--- src/rtl/systolic_job_arbiter.sv ---
// Round-robin arbiter sharing one NxN systolic-array multiplier between M requesters, one job in flight.
// Optional watchdog on the result wait is enabled by defining SYSTOLIC_ARB_WATCHDOG_EN.
module systolic_job_arbiter #(
  parameter int N       = 4,
  parameter int M       = 2,
  parameter int TIMEOUT = 31
) (
  input  logic                               i_clk,
  input  logic                               i_arst,
  input  logic [M-1:0]                       i_reqValid,
  output logic [M-1:0]                       o_reqReady,
  input  logic [M*N*N*8-1:0]                 i_reqA,
  input  logic [M*N*N*8-1:0]                 i_reqB,
  output logic [M-1:0]                       o_rspValid,
  input  logic [M-1:0]                       i_rspReady,
  output logic [N*N*32-1:0]                  o_rspC,
  output logic                               o_rspErr,
  output logic [N*N*8-1:0]                   o_saA,
  output logic [N*N*8-1:0]                   o_saB,
  output logic                               o_saValidInput,
  input  logic [N*N*32-1:0]                  i_saC,
  input  logic                               i_saValidResult,
  output logic                               o_busy,
  output logic [((M > 1) ? $clog2(M) : 1)-1:0] o_owner
);

  localparam int OW = (M > 1) ? $clog2(M) : 1;
  localparam int EW = N * N * 8;

  typedef enum logic [1:0] {IDLE, ISSUE, WAIT, RESP} state_t;

  state_t           state_reg;
  logic [OW-1:0]    ptr_reg;
  logic [OW-1:0]    owner_reg;
  logic [EW-1:0]    sa_a_reg;
  logic [EW-1:0]    sa_b_reg;
  logic             sa_valid_reg;
  logic [N*N*32-1:0] rsp_c_reg;

  logic             grant_found;
  logic [OW-1:0]    grant_idx;
  logic [OW-1:0]    scan_idx;

  // Scan downward so the candidate closest to ptr+1 is the last (winning) assignment.
  always_comb begin
    grant_found = 1'b0;
    grant_idx   = '0;
    scan_idx    = '0;
    for (int i = M; i >= 1; i--) begin
      scan_idx = OW'((int'(ptr_reg) + i) % M);
      if (i_reqValid[scan_idx]) begin
        grant_found = 1'b1;
        grant_idx   = scan_idx;
      end
    end
  end

  always_comb begin
    o_reqReady = '0;
    if (state_reg == IDLE && grant_found)
      o_reqReady[grant_idx] = 1'b1;
  end

  always_comb begin
    o_rspValid = '0;
    if (state_reg == RESP)
      o_rspValid[owner_reg] = 1'b1;
  end

`ifdef SYSTOLIC_ARB_WATCHDOG_EN
  localparam int WD_W = ($clog2(TIMEOUT + 1) > 5) ? $clog2(TIMEOUT + 1) : 5;
  logic [WD_W-1:0] wd_cnt_reg;
  logic            rsp_err_reg;
  assign o_rspErr = rsp_err_reg;
`else
  assign o_rspErr = 1'b0;
  // TIMEOUT is only consumed by the watchdog build.
  if (TIMEOUT < 1) begin : g_timeout_unused
  end
`endif

  always_ff @(posedge i_clk or posedge i_arst) begin
    if (i_arst) begin
      state_reg    <= IDLE;
      ptr_reg      <= OW'(M - 1);
      owner_reg    <= '0;
      sa_a_reg     <= '0;
      sa_b_reg     <= '0;
      sa_valid_reg <= 1'b0;
      rsp_c_reg    <= '0;
`ifdef SYSTOLIC_ARB_WATCHDOG_EN
      wd_cnt_reg   <= '0;
      rsp_err_reg  <= 1'b0;
`endif
    end else begin
      sa_valid_reg <= 1'b0;
      case (state_reg)
        IDLE: begin
          if (grant_found) begin
            sa_a_reg     <= i_reqA[grant_idx*EW +: EW];
            sa_b_reg     <= i_reqB[grant_idx*EW +: EW];
            owner_reg    <= grant_idx;
            sa_valid_reg <= 1'b1;
            state_reg    <= ISSUE;
          end
        end
        ISSUE: begin
`ifdef SYSTOLIC_ARB_WATCHDOG_EN
          wd_cnt_reg <= '0;
`endif
          state_reg <= WAIT;
        end
        WAIT: begin
          if (i_saValidResult) begin
            rsp_c_reg <= i_saC;
`ifdef SYSTOLIC_ARB_WATCHDOG_EN
            rsp_err_reg <= 1'b0;
`endif
            state_reg <= RESP;
          end
`ifdef SYSTOLIC_ARB_WATCHDOG_EN
          else if (wd_cnt_reg == WD_W'(TIMEOUT - 1)) begin
            rsp_c_reg   <= '0;
            rsp_err_reg <= 1'b1;
            state_reg   <= RESP;
          end else begin
            wd_cnt_reg <= wd_cnt_reg + 1'b1;
          end
`endif
        end
        RESP: begin
          if (i_rspReady[owner_reg]) begin
            ptr_reg   <= owner_reg;
            state_reg <= IDLE;
          end
        end
        default: state_reg <= IDLE;
      endcase
    end
  end

  assign o_saA          = sa_a_reg;
  assign o_saB          = sa_b_reg;
  assign o_saValidInput = sa_valid_reg;
  assign o_rspC         = rsp_c_reg;
  assign o_owner        = owner_reg;
  assign o_busy         = (state_reg != IDLE);

endmodule

--- config.mk ---
export PLATFORM = sky130hd
export DESIGN_NAME = systolic_job_arbiter
export DESIGN_NICKNAME = d
export VERILOG_FILES = /design/src/rtl/systolic_job_arbiter.sv
export SDC_FILE = /design/constraint.sdc
export NUM_CORES = 1
export LEC_CHECK = 0
export ABC_AREA = 1
export CORE_AREA = 2 2 713 715
export CTS_CLUSTER_DIAMETER = 80
export DETAILED_ROUTE_END_ITERATION = 8
export DIE_AREA = 0 0 715 717
export DONT_BUFFER_PORTS = 1
export SLEW_MARGIN = 25
export SYNTH_ARGS = -nofsm -noshare
export SYNTH_HDL_FRONTEND = slang
export SYNTH_SLANG_ARGS = --single-unit
--- constraint.sdc ---
create_clock -name i_clk -period 27.8 [get_ports i_clk]
set_clock_uncertainty 0.15 [all_clocks]
set_input_delay 2.78 -clock i_clk [delete_from_list [all_inputs] [get_ports i_clk]]
set_output_delay 2.78 -clock i_clk [all_outputs]
set_load 0.02 [all_outputs]
==> impl_metrics.json <==
{
  "vias_per_cell": 2.46,
  "worstPathRequired_ns": 24.87,
  "final_cell_mix": "nand2_1, dfrtp_1, mux2_2, nand3_1, clkbuf_16",
  "leakagePower_nw": 15.9,
  "fin_setup_tns_ns": 0,
  "drv_cap": 0,
  "start_kind": "input pin",
  "post-cts-setup-buffers": 0,
  "drc": 0,
  "first_pass_iters": 8,
  "largest_reg_flops": 512,
  "mostFrequentLayoutCell": "nand2_1",
  "crit_slowest_cell": "buf_4",
  "synth_area_leaders": "dfrtp_1, mux2_2, nand2_1, nand3_1, buf_4",
  "post-dp-hpwl_um": 335000,
  "die_area_sq_um": 513000,
  "syn2layout_area_growth_pct": 41.4,
  "grt_pass1_vias": 21745,
  "seq_area_frac_synth": 0.637,
  "via_count": 23652,
  "routed_wl_um": 370000,
  "final.min_clock_period_ns": 6.75,
  "clock-sinks": 773,
  "syn_area_sq_um": 30400,
  "hold_path_class": "flop to flop",
  "yosysTopAreaCellShare": 0.636,
  "cts-resized-gates": 0,
  "die_w_um": 715,
  "io_pins": 1807,
  "grt_max_degree": 144,
  "io_buffers": 0,
  "ant_nets": 0,
  "ctsHtreeMaxLevel": 3,
  "ys_types": 19,
  "grtUsageTotal": 0.138,
  "row_count": 261,
  "ir_drop_uv": 58.9,
  "clk_pin_slew_ns": 0.06,
  "syn_inst": 2489,
  "fmax_mhz": 148,
  "outcome": "completed",
  "clockBufferDepth": 4,
  "period_share": 0.243,
  "core_area_sq_um": 505000,
  "initial_core_util": 0.0602,
  "cpMostUsedCell": "buf_4",
  "cts-root-buf": "clkbuf_16",
  "path_cells": "o21ai_4 -> buf_4 -> nor2_4 -> buf_4",
  "timing.final.ws_setup_ns": 21.05,
  "slew_viol_final": 0,
  "syn_area_per_cell_sq_um": 12.2,
  "insertion_delay_ns": 0.85,
  "slew_headroom": 0.271,
  "fin_nets": 3543,
  "worst-endpoint-arrival_ns": 3.82,
  "drtIter0Drc": 1933,
  "drive_above_1_share": 0.295,
  "finalHoldViolations": 0,
  "path_delay_family": "buffers and inverters",
  "path_class": "input pin to output pin",
  "setup-violations-final": 0,
  "grt_pass1_wl_um": 417000,
  "cts_buffers": 114,
  "synth_nets": 3523,
  "cts_tree": "built",
  "path_buf_inv": 2,
  "die_height_um": 717,
  "worstPathMaxFanout": 54,
  "wl_per_cell_um": 38.6,
  "rsz0062_at_grt": "no",
  "critPathCaptureType": "output pin",
  "ys_seq_elements": 773,
  "routabilityCongestion": 1.08,
  "yosysTopAreaCell": "dfrtp_1",
  "antenna_found_initial": 446,
  "grt-ovfl-total": 0,
  "pwr_density_cell_nw_per_um2": 164,
  "cts_hold_repair.buffers": 0,
  "synth_warnings": 0,
  "cp_slowest_stage_delay_ns": 0.51,
  "pre_cts_ws_ns": 20.50,
  "tightest_slew_ns": 1.09
}
[per-stage QoR]
stage / utilization / hold WS, ns / total power [W] / cell area, sq um / cells
5_1_grt: 0.0840 / 0.425 / 0.00736 / 42400 / 9386
6_report: 0.0851 / 0.378 / 0.00704 / 42900 / 9601
3_3_place_gp: 0.0758 / 0.337 / 0.00558 / 38300 / 9096
2_1_floorplan: - / 0.320 / 0.00359 / 30400 / 2489
3_5_place_dp: 0.0759 / 0.353 / 0.00559 / 38300 / 9098
4_1_cts: 0.0835 / 0.371 / 0.00717 / 42200 / 9302
[Yosys cell counts, drive strengths merged]
library cell and number:
buf 136, clkbuf 5, conb 1, dfrtp 772
dfstp 1, ha 3, inv 10, mux2 512
nand2 780, nand3 258, nand4 2, nor2 4
o21ai 3, o21bai 1, or2 1
[routing by layer]
metal | vias up | GRT usage | routed length, um
met3 | 819 | 0.151 | 85900
met4 | 240 | 0.0532 | 15000
met5 | - | 0 | 1710
met1 | 11756 | 0.123 | 113000
li1 | 8710 | - | -
met2 | 2127 | 0.199 | 155000
[worst paths after layout]
path                       depth (start not counted)            end  slack [ns]          start
max in group asynchronous                          6       o_saA[5]       21.81         i_arst
setup / recovery                                   4  o_reqReady[0]       21.05  i_reqValid[0]
setup reg to reg                                   8    o_rspC[392]       22.51   state_reg[0]
hold reg to reg                                    2   state_reg[0]        0.38   state_reg[0]
hold / removal                                     2   state_reg[0]        0.38   state_reg[0]
min in group asynchronous                          1    o_rspC[231]        1.76         i_arst
[cell families (layout without fill, tap and decap cells)]
kind of cell	Yosys count	after routing	share of synthesized area
compound gates	4	4	0.000866
buf+inv	151	259	0.0305
flops	773	773	0.637
mux	512	512	0.190
fa+ha+maj	3	3	0.00124
simple gates	1045	1045	0.140
other cells	1	299	0.000124
[layout make-up]
type	instances	area [sq um]
flip-flops and latches	773	19400
fillers	58323	462000
clock inverters	65	773
multi-input cells	1565	10100
well taps	6706	8390
repair buffers	45	414
diodes	298	746
clock buffers	139	3090
inverters	10	45.0
[report_power, final]
| group | internal (W) | switching [W] |
|---|---|---|
| registers | 0.00166 | 0.00272 |
| clock network | 0.000905 | 0.000637 |
| logic | 0.000541 | 0.000581 |
[worst reg2reg max path, cell delays in order, from the launching register on]
cell,delay (ns)
dfrtp_1,0.38
inv_1,0.08
ha_1,0.25
nand2_4,0.50
buf_4,0.71
buf_4,0.75
buf_12,0.57
buf_4,1.21
mux2_2,0.53
Note: power is estimated with default switching activity, not from simulation.
